**src/rtl/uart_tx_sched.sv**
```systemverilog
// Byte FIFO in front of a UART transmitter: buffers processor writes and issues
// one-cycle write strobes to the UART, pacing them on the UART busy handshake.
module uart_tx_sched #(
  parameter int DEPTH_LOG2   = 3,
  parameter int BUSY_TIMEOUT = 3
) (
  input  logic                  clk,
  input  logic                  reset,
  input  logic                  ip_wr,
  input  logic [7:0]            ip_tx_data,
  output logic                  op_full,
  output logic                  op_empty,
  output logic [DEPTH_LOG2:0]   op_count,
  output logic                  op_overflow,
  input  logic                  ip_clr_overflow,
  output logic                  op_uart_wr,
  output logic [7:0]            op_uart_tx_data,
  input  logic                  ip_uart_busy
);

  localparam int DEPTH = 2 ** DEPTH_LOG2;
  localparam int TW    = (BUSY_TIMEOUT > 1) ? $clog2(BUSY_TIMEOUT) : 1;
  localparam logic [DEPTH_LOG2:0] DEPTH_CNT  = (DEPTH_LOG2 + 1)'(DEPTH);
  localparam logic [TW-1:0]       TIMER_LAST = TW'(BUSY_TIMEOUT - 1);

  typedef enum logic [1:0] {
    IDLE      = 2'd0,
    WAIT_BUSY = 2'd1,
    WAIT_DONE = 2'd2
  } state_t;

  logic [7:0]            mem [DEPTH];
  logic [DEPTH_LOG2-1:0] wr_ptr_reg, rd_ptr_reg;
  logic [DEPTH_LOG2:0]   count_reg, count_next;
  logic                  full_reg, empty_reg;
  logic                  overflow_reg, overflow_next;
  state_t                state_reg, state_next;
  logic [TW-1:0]         timer_reg, timer_next;
  logic                  pop, push, drop;

  // Scheduler: a strobe pops the head; then wait for busy to rise (bounded) and fall.
  always_comb begin
    state_next = state_reg;
    timer_next = timer_reg;
    pop        = 1'b0;
    case (state_reg)
      IDLE: begin
        if (!empty_reg && !ip_uart_busy && !reset) begin
          pop        = 1'b1;
          state_next = WAIT_BUSY;
          timer_next = '0;
        end
      end
      WAIT_BUSY: begin
        if (ip_uart_busy) begin
          state_next = WAIT_DONE;
        end else if (timer_reg == TIMER_LAST) begin
          state_next = IDLE;
        end else begin
          timer_next = timer_reg + 1'b1;
        end
      end
      WAIT_DONE: begin
        if (!ip_uart_busy) begin
          state_next = IDLE;
        end
      end
      default: state_next = IDLE;
    endcase
  end

  // A full FIFO still accepts a push when the head leaves in the same cycle.
  always_comb begin
    push = ip_wr && (!full_reg || pop);
    drop = ip_wr && full_reg && !pop;
    count_next = count_reg;
    case ({push, pop})
      2'b10:   count_next = count_reg + 1'b1;
      2'b01:   count_next = count_reg - 1'b1;
      default: count_next = count_reg;
    endcase
    overflow_next = overflow_reg;
    if (drop) begin
      overflow_next = 1'b1;
    end else if (ip_clr_overflow) begin
      overflow_next = 1'b0;
    end
  end

  always_ff @(posedge clk) begin
    if (reset) begin
      state_reg    <= IDLE;
      timer_reg    <= '0;
      wr_ptr_reg   <= '0;
      rd_ptr_reg   <= '0;
      count_reg    <= '0;
      full_reg     <= 1'b0;
      empty_reg    <= 1'b1;
      overflow_reg <= 1'b0;
    end else begin
      state_reg    <= state_next;
      timer_reg    <= timer_next;
      wr_ptr_reg   <= push ? wr_ptr_reg + 1'b1 : wr_ptr_reg;
      rd_ptr_reg   <= pop ? rd_ptr_reg + 1'b1 : rd_ptr_reg;
      count_reg    <= count_next;
      full_reg     <= (count_next == DEPTH_CNT);
      empty_reg    <= (count_next == '0);
      overflow_reg <= overflow_next;
    end
  end

  // Storage is deliberately not reset; the head is only meaningful while non-empty.
  always_ff @(posedge clk) begin
    if (push && !reset) begin
      mem[wr_ptr_reg] <= ip_tx_data;
    end
  end

  assign op_uart_wr      = pop;
  assign op_uart_tx_data = mem[rd_ptr_reg];
  assign op_count        = count_reg;
  assign op_full         = full_reg;
  assign op_empty        = empty_reg;
  assign op_overflow     = overflow_reg;

endmodule

```
**config.mk**
```make
export PLATFORM = sky130hd
export DESIGN_NAME = uart_tx_sched
export DESIGN_NICKNAME = d
export VERILOG_FILES = /design/src/rtl/uart_tx_sched.sv
export SDC_FILE = /design/constraint.sdc
export NUM_CORES = 1
export LEC_CHECK = 0
export BUFFER_PORTS_ARGS = -buffer_cell sky130_fd_sc_hd__buf_2
export CAP_MARGIN = 20
export CORE_UTILIZATION = 55
export CTS_CLUSTER_DIAMETER = 40
export DETAILED_ROUTE_END_ITERATION = 16
export PLACE_DENSITY_LB_ADDON = 0.3
export SLEW_MARGIN = 20
export SYNTH_ARGS = -nofsm -noshare
export SYNTH_HDL_FRONTEND = slang
export SYNTH_SLANG_ARGS = --single-unit
```
**constraint.sdc**
```tcl
create_clock -name clk -period 7.35 [get_ports clk]
set_input_delay 1.47 -clock clk [delete_from_list [all_inputs] [get_ports clk]]
set_output_delay 1.47 -clock clk [all_outputs]
set_load 0.01 [all_outputs]
```
==> summary.md, run 1 <==
Counting every net in the synthesized netlist gives 219. The netlist uses 34 different library cells. In this run the critical register-to-register path is captured at op_full.

The first global-routing pass estimated 8530 um of wire. The tools report the critical path startpoint as reset. The largest fanout on the critical path is 23, and the average instance area after synthesis is 16.8 um^2. The synthesized netlist occupies a cell area of 0.00336 mm^2. The tools report the number of instances resized during post-cts repair as 0. Yosys attributes the largest share of cell area to sky130_fd_sc_hd__edfxtp_1 (57%), sky130_fd_sc_hd__dfxtp_1 (12%), sky130_fd_sc_hd__mux4_2 (11%), sky130_fd_sc_hd__mux2_2 (2.7%), sky130_fd_sc_hd__nor2_1 (2.6%).

Setup repair after global routing left no endpoint under its margin. In this run the cell area measured after placement is 0.00358 mm^2. After global routing the overflow that remains totals 0. The first detailed-routing pass ran for 4 iterations.

In the final routed layout, each cell accounts on average for 16.9 um. The flip-flop count of the largest register after layout is 64. The detail route stage leaves a number of antenna-violating nets equal to 0. The run gives 0.650 as the final estimated routing congestion in global placement.

The die outline height came out at 80.1 um. The clock tree synthesis step divided the H-tree into 3 levels. The tools report the sort of element at the end of the critical path as an output port. The synthesized design contains 64 enable-type register cells.

For this run, the post-layout net count is 253. After clock tree synthesis, the setup repair step added 0 buffers. Startpoint of the worst hold path: timer_reg[1].

Setup violations remaining at the end of the flow were counted as 0. The floorplan die width was 80.1 um; the depth of the worst hold-timing path was 2. Critical path launch point type: a primary input.

In this run the clock root is driven by a sky130_fd_sc_hd__clkbuf_8. The run gives 1702 as the via total after detailed routing. The logs give 0.00642 mm^2 for the floorplan die area and 2.60 ns for the arrival time reported for the critical path endpoint. Cells with a size suffix above 1 make up 30.1% of the layout.

The tools report the number of maximum-capacitance constraint violations as 0. The switching part of the total came out at 21.3%. The run finished with clean final reports. For the pin with the worst max-slew slack, the measured transition is 0.895 ns.

The run gives 314 as the final non-filler cell total. TritonCTS built the clock tree. The clock passes through at most 2 buffers. Total wire length: 5300 um.

The flip-flop and latch area came out at 0.00232 mm^2. The tools report the number of fill cells in the layout as 416. For this run, the number of Yosys warnings is 0.

Total non-filler cell area in the finished layout: 0.00376 mm^2. The logs give 192 uW for the switching power and 3440 um for the half-perimeter wire length after placement. The top-level port count was 29; the relative contribution of sequential cells to total power was 59.3%. The tools report the capture endpoint of the worst hold path as timer_reg[1]. The later pin in the worst-skew pair is clocked with a latency of 0.34 ns.

Buffers inserted to repair hold after CTS numbered 0. The share of total power dissipated in combinational logic is 7.6%. Instance count after placement with tap cells included: 298. In this run the standard cell core region covers 0.00592 mm^2. Share of Yosys cell area claimed by the top area cell type: 57.2%. The floorplan has 28 rows. Critical path class: primary input to output port.

The initial antenna violation count is 0. By instance count, the leading cell after synthesis is sky130_fd_sc_hd__edfxtp_1. The total of buffers placed on input and output ports was 28. The largest clock skew in the final design is 0.0103 ns. Counting every instance in the synthesized netlist gives 200. The worst register-to-register path has a depth of 11.

In the synthesized netlist, the cells that appear most often are sky130_fd_sc_hd__edfxtp_1 (64), sky130_fd_sc_hd__nor2_1 (23), sky130_fd_sc_hd__dfxtp_1 (20), sky130_fd_sc_hd__mux4_2 (16), sky130_fd_sc_hd__mux2_2 (8). The layout-stage area growth over the synthesis result came out at 12.0%. After detailed routing, the number of vias per cell comes to 5.42. The run gives 69.2% as the portion of the post-synthesis area used by sequential elements. The startpoint identified for the worst register-to-register timing path is state_reg[0]. The run gives 9 as the number of buffers created by CTS. The multi-input gate area in the final layout is 996 um^2. The logs give 0 for the hold violation count in the final report and 84 for the clock sink count.

The count of unresolved DRC violations after routing was 0. After clock tree synthesis, the clock-pin slew on the worst setup and hold paths is 0.07 ns. For the maximum clock frequency, the log shows 246 MHz.

For the violation count after the first detailed-routing iteration, the log shows 123. Setup slack on the worst reg-to-reg path comes out at 4.54 ns. The maximum number of pins on one net before global-route repair is 24, and the power density over cell area is 240 mW/mm^2. The most used flip-flop cell after synthesis is sky130_fd_sc_hd__edfxtp_1. Synthesis inferred 84 register bits. Counting flops with an async set or reset pin after synthesis yields a share of 0%.

The headroom to the max-slew limit is 40.1%. The number of max-slew violations in the final report is 0. Once the floorplan was initialized, standard cells occupied 56.7% of the core. The minimum clock period works out to 4.07 ns.

Of the available clock period, the critical path in the final layout requires 55.4%. In the final timing run, aggregate negative setup slack is 0 ns. More flip-flops sit in one register than any other, and that register is mem. Worst min-delay path class: register to register. The internal power contribution was 710 uW; the number of global-route vias before repair was 1812. The logs give 1.31 nW for the leakage dissipation and 18.8% for the total routing resource utilization after global routing. At the worst endpoint, the required time is 5.88 ns.

Most area-hungry cell type in the Yosys netlist: sky130_fd_sc_hd__edfxtp_1. Of the total power, the clock network draws 33.1%. The number of diodes added for antenna fixing is 0. Across the VDD grid, the largest voltage drop is 0.113 mV.
-- per-layer routing --
metal / up-vias / global-route usage, % / part of all wire (%) / wire [um]
met5: - / 0 / 0 / 0
met4: 0 / 7.68 / 1.4 / 74
met3: 8 / 4.66 / 4.5 / 237
met2: 37 / 32.2 / 49 / 2600
met1: 828 / 22.6 / 45 / 2390
li1: 829 / - / - / -
-- stage by stage --
stage | power (mW) | worst slack [ns] | hold slack (ns) | utilization (%)
floorplan | 0.590 | 3.71 | 0.436 | -
finish | 0.902 | 3.28 | 0.466 | 63.5
CTS | 0.908 | 3.25 | 0.470 | 63.5
global route | 0.936 | 3.21 | 0.514 | 63.5
detailed placement | 0.615 | 3.18 | 0.460 | 60.4
global placement | 0.614 | 3.28 | 0.451 | 60.4
-- power by group through the flow --
stage                     registers, mW  logic [mW]  clock network, mW
after floorplan                   0.541      0.0494                  0
after global placement            0.545      0.0685                  0
after detailed placement          0.546      0.0695                  0
after CTS                         0.535      0.0696              0.304
after global routing              0.537      0.0762              0.323
final                             0.534      0.0686              0.299
-- critical path, stage by stage --
cell and delay, ns:
sky130_fd_sc_hd__buf_2 0.22, sky130_fd_sc_hd__or3_4 0.40, sky130_fd_sc_hd__nor3_4 0.31, sky130_fd_sc_hd__buf_2 0.20
-- logic make-up after synthesis --
family	share of synthesized area [%]
buffers and inverters	1.19
AND/OR/NAND/NOR	8.35
adder cells (fa/ha/maj)	2.24
multiplexers	14.3
XOR/XNOR	2.35
AO/OA/AOI/OAI	2.42
flip-flops	69.2
-- how the worst max path moves through the flow --
stage,end,depth (start not counted)
3_5_place_dp,op_full,12
5_1_grt,op_uart_wr,4
2_1_floorplan,op_full,11
3_3_place_gp,op_uart_wr,4
6_report,op_uart_wr,4
4_1_cts,op_uart_wr,4
-- layout make-up --
type	instances	share of cell area, %
timing repair buffer	30	4.12
clock buffer	15	4.72
clock inverter	1	0.133
tap	75	2.49
inverter	3	0.299
multi-input combinational	106	26.5
sequential	84	61.8
-- placed cells by master (no fill, tap or decap), types with 2 or more instances in the layout --
cell | synthesis | layout
sky130_fd_sc_hd__edfxtp_1 | 64 | 64
sky130_fd_sc_hd__buf_2 | 2 | 28
sky130_fd_sc_hd__nor2_1 | 23 | 23
sky130_fd_sc_hd__dfxtp_1 | 20 | 19
sky130_fd_sc_hd__mux4_2 | 16 | 16
sky130_fd_sc_hd__clkbuf_8 | 0 | 10
sky130_fd_sc_hd__mux2_2 | 8 | 8
sky130_fd_sc_hd__nand2_1 | 7 | 7
sky130_fd_sc_hd__ha_1 | 6 | 6
sky130_fd_sc_hd__xor2_1 | 5 | 5
sky130_fd_sc_hd__a21oi_1 | 5 | 5
sky130_fd_sc_hd__nand2b_1 | 4 | 4
sky130_fd_sc_hd__nor2b_1 | 4 | 4
sky130_fd_sc_hd__xnor2_1 | 4 | 4
sky130_fd_sc_hd__clkbuf_1 | 4 | 4
sky130_fd_sc_hd__nor3_1 | 3 | 3
sky130_fd_sc_hd__inv_1 | 3 | 3
sky130_fd_sc_hd__mux2i_1 | 3 | 3
sky130_fd_sc_hd__or3_1 | 2 | 2
sky130_fd_sc_hd__nand3_1 | 2 | 2
sky130_fd_sc_hd__buf_4 | 0 | 2
Power figures use the tool's default switching activity.
==> inputs of run 2 (changes only) <==
--- a/config.mk
+++ b/config.mk
@@ -7,7 +7,7 @@
 export LEC_CHECK = 0
 export BUFFER_PORTS_ARGS = -buffer_cell sky130_fd_sc_hd__buf_2
 export CAP_MARGIN = 20
-export CORE_UTILIZATION = 55
+export CORE_UTILIZATION = 53
 export CTS_CLUSTER_DIAMETER = 40
 export DETAILED_ROUTE_END_ITERATION = 16
 export PLACE_DENSITY_LB_ADDON = 0.3
==> constraint.sdc (replaced) <==
create_clock -name clk -period 3.3 [get_ports clk]
set_input_delay 0.66 -clock clk [delete_from_list [all_inputs] [get_ports clk]]
set_output_delay 0.66 -clock clk [all_outputs]
set_load 0.01 [all_outputs]
==> run 2 against run 1 <==
Final cell count grew 4.1%. Critical path depth shrank 1. Hold slack got worse by 0.0056 ns. Global-route usage about the same. Clock-buffer cell count decreased by 6. Register-to-register slack got worse by 3.9 ns. Critical endpoint is now op_uart_tx_data[0].
==> summary.md, run 2 (synthesized netlist as in run 1, its figures left out) <==
The level count of the clock H-tree was 3 (unchanged). The detail-routed net length per standard cell was 17.0 um (+0.96%); the hold violation count in the final report was 0 (unchanged). The floorplan die width is 81.6 um (+1.8%), and the count of unresolved DRC violations after routing is 0 (unchanged).

The final estimated routing congestion in global placement was 0.724 (+11%); the total routing resource utilization after global routing was 18.8% (-0.027 points). The flip-flop count of the largest register after layout is 64 (unchanged), and the largest fanout on the critical path is 16 (-30%). The number of failing setup endpoints in the final timing report was 0 (unchanged).

The library cells used most frequently in the layout, excluding fill and tap cells, are sky130_fd_sc_hd__edfxtp_1 (64), sky130_fd_sc_hd__buf_2 (28), sky130_fd_sc_hd__nor2_1 (23). The residual antenna-violating net count after detailed routing is 0 (unchanged). For the wire length the detailed router placed on met1, the log shows 2470 um (+3.4%). Critical path launch point type: a register. The final global-route overflow total is 0 (unchanged). The total wire length came out at 5570 um (+5.1%). The number of buffers created by CTS was 9 (unchanged); the cell area after placement was 0.00368 mm^2 (+2.7%). The tools report the initial antenna violation count as 0 (unchanged).

For the detailed-routed wire length on met2, the log shows 2710 um (+4.5%). The clock-pin slew on the worst setup and hold paths works out to 0.08 ns (about the same). The effective utilization at floorplan was 55.7% (-0.99 points).

The number of diodes added for antenna fixing was 0 (unchanged); the leakage dissipation was 1.38 nW (+5.9%). The tools report the headroom to the max-slew limit as 49.3% (+9.2 points). The run gives 8650 um (+1.4%) as the first-pass GRT wire length.

The run gives 327 (+4.1%) as the final non-filler cell total. The number of maximum-capacitance constraint violations came out at 0 (unchanged). The highest layer touched by signal routing is met4. The tools report the half-perimeter wire length after placement as 3790 um (+10%). The share of layout cells above drive strength 1 was 34.9% (+4.8 points); the worst path required time was 2.64 ns (-3.24 ns). The run gives 221 um (-6.8%) as the met3 wirelength from detailed routing.

Switching part of the total: 23.5% (+2.2 points). In this run the most critical hold path is launched from timer_reg[1]. The peak supply drop is 0.287 mV (+150%), and the maximum number of pins on one net before global-route repair is 23 (-4.2%). The worst setup path is captured at an output port. The maximum clock frequency is 373 MHz. The tools report the total non-filler cell area in the finished layout as 0.00388 mm^2 (+3.2%). The worst hold path belongs to the class register to register. After layout, the worst path uses 81.3% of the clock period. The number of global-route vias before repair is 1712 (-5.5%), and the number of instances resized during post-cts repair is 0 (unchanged). The logs give 2.02 ns (-0.58 ns) for the arrival time reported for the critical path endpoint and 494 uW (+160%) for the switching power. The die outline height is 81.6 um (+1.8%). The register ranked first by flip-flop count is mem.

The relative contribution of sequential cells to total power was 56.2% (-3.1 points). The detailed-router iteration count before antenna repair came out at 4 (unchanged). The total of buffers placed on input and output ports came out at 28 (unchanged). The floorplan core area is 0.00603 mm^2 (+1.8%), and the largest clock skew in the final design is 0.00733 ns (-0.00300 ns).

The depth of the worst hold-timing path came out at 2 (unchanged). For the number of placement rows, the log shows 28 (unchanged). The clock insertion delay at the later pin of the skew report is 0.35 ns (about the same). The logs give 0 ns (unchanged) for the summed negative setup slack over all endpoints and 35.7% (+2.6 points) for the fraction of power consumed by the clock network. The minimum clock period was 2.68 ns. The run finished with clean final reports.

The violation count after the first detailed-routing iteration is 122 (-0.81%). The tools report the capture endpoint of the worst hold path as timer_reg[1]. The logs give 0.00666 mm^2 (+3.7%) for the floorplan die area and 454 (+9.1%) for the number of fill cells in the layout.

Setup repair after global routing left no endpoint under its margin. The total power was 2.10 mW (+130%). The layout-stage area growth over the synthesis result is 15.6%, and the clock sink count is 84 (unchanged). The internal power contribution was 1.61 mW (+130%). The worst-case clock buffer depth is 2 (unchanged).

Detail-routed via count per cell: 5.59 (+3.1%). For the post-CTS setup-driven buffer insertion count, the log shows 0 (unchanged). The top-level port count is 29 (unchanged).

The via total after detailed routing is 1828 (+7.4%), and the number of hold buffers added after CTS is 0 (unchanged). For the total number of nets in the final design, the log shows 266 (+5.1%). The worst register-to-register path begins at state_reg[0].

Leading cell type in the layout, fill and taps excluded: sky130_fd_sc_hd__edfxtp_1. The tree is rooted in a sky130_fd_sc_hd__clkbuf_8. Power density over cell area: 541 mW/mm^2 (+130%).

Critical path class: register to output port. The run gives 311 (+4.4%) as the instance count after placement with tap cells included. The part of the power in combinational logic was 8.0% (+0.4 points); the count of cells along the worst register-to-register path was 11 (unchanged). The transition time at the pin with the least slew margin was 0.759 ns (-0.136 ns); the number of max-slew violations in the final report was 0 (unchanged). The tools report the worst reg2reg path endpoint as op_full.

TritonCTS built the clock tree. The tools report the slack of the worst reg-to-reg path as 0.64 ns (-3.90 ns).
==> run 2: cell type report <==
type / count / area (um^2) / share of cell area [%]
flip-flops and latches: 84 / 2320 / 59.8
clock buffers: 9 / 124 / 3.19
repair buffers: 43 / 253 / 6.51
multi-input cells: 106 / 996 / 25.7
inverters: 3 / 11.3 / 0.290
well taps: 75 / 93.8 / 2.42
clock inverters: 7 / 81.3 / 2.10
==> run 2: routing by layer <==
metal	global-route usage (%)	up-vias
li1	-	863
met1	24.0	904
met2	28.7	46
met3	5.33	15
met4	10.9	0
met5	0	-
==> run 2: through the flow <==
stage / hold slack [ns] / setup WS (ns) / util, %
after floorplan: 0.436 / 0.469 / -
after global placement: 0.446 / 0.347 / 61.0
after detailed placement: 0.451 / 0.309 / 61.0
after CTS: 0.463 / 0.562 / 64.4
after global routing: 0.490 / 0.459 / 64.4
final: 0.460 / 0.617 / 64.4
==> run 2: worst max-delay path: stages (launching register included) <==
cell and delay (ns):
sky130_fd_sc_hd__dfxtp_1 0.82, sky130_fd_sc_hd__mux4_2 0.42, sky130_fd_sc_hd__mux2_2 0.29, sky130_fd_sc_hd__buf_2 0.14
==> run 2: power groups by stage <==
stage / Clock, mW / Combinational [mW] / Sequential, mW
after detailed placement: 0 / 0.171 / 1.21
after global routing: 0.798 / 0.188 / 1.18
after floorplan: 0 / 0.110 / 1.20
final: 0.751 / 0.169 / 1.18
after CTS: 0.767 / 0.172 / 1.18
after global placement: 0 / 0.167 / 1.20
==> run 2: worst max-delay path by stage <==
stage	start	end	slack (ns)	depth (start not counted)
after floorplan	reset	op_full	0.47	11
after global placement	reset	op_full	0.35	12
after detailed placement	reset	op_full	0.31	12
after CTS	register	op_uart_tx_data[0]	0.56	3
after global routing	state_reg[0]	op_full	0.46	11
final	register	op_uart_tx_data[0]	0.62	3
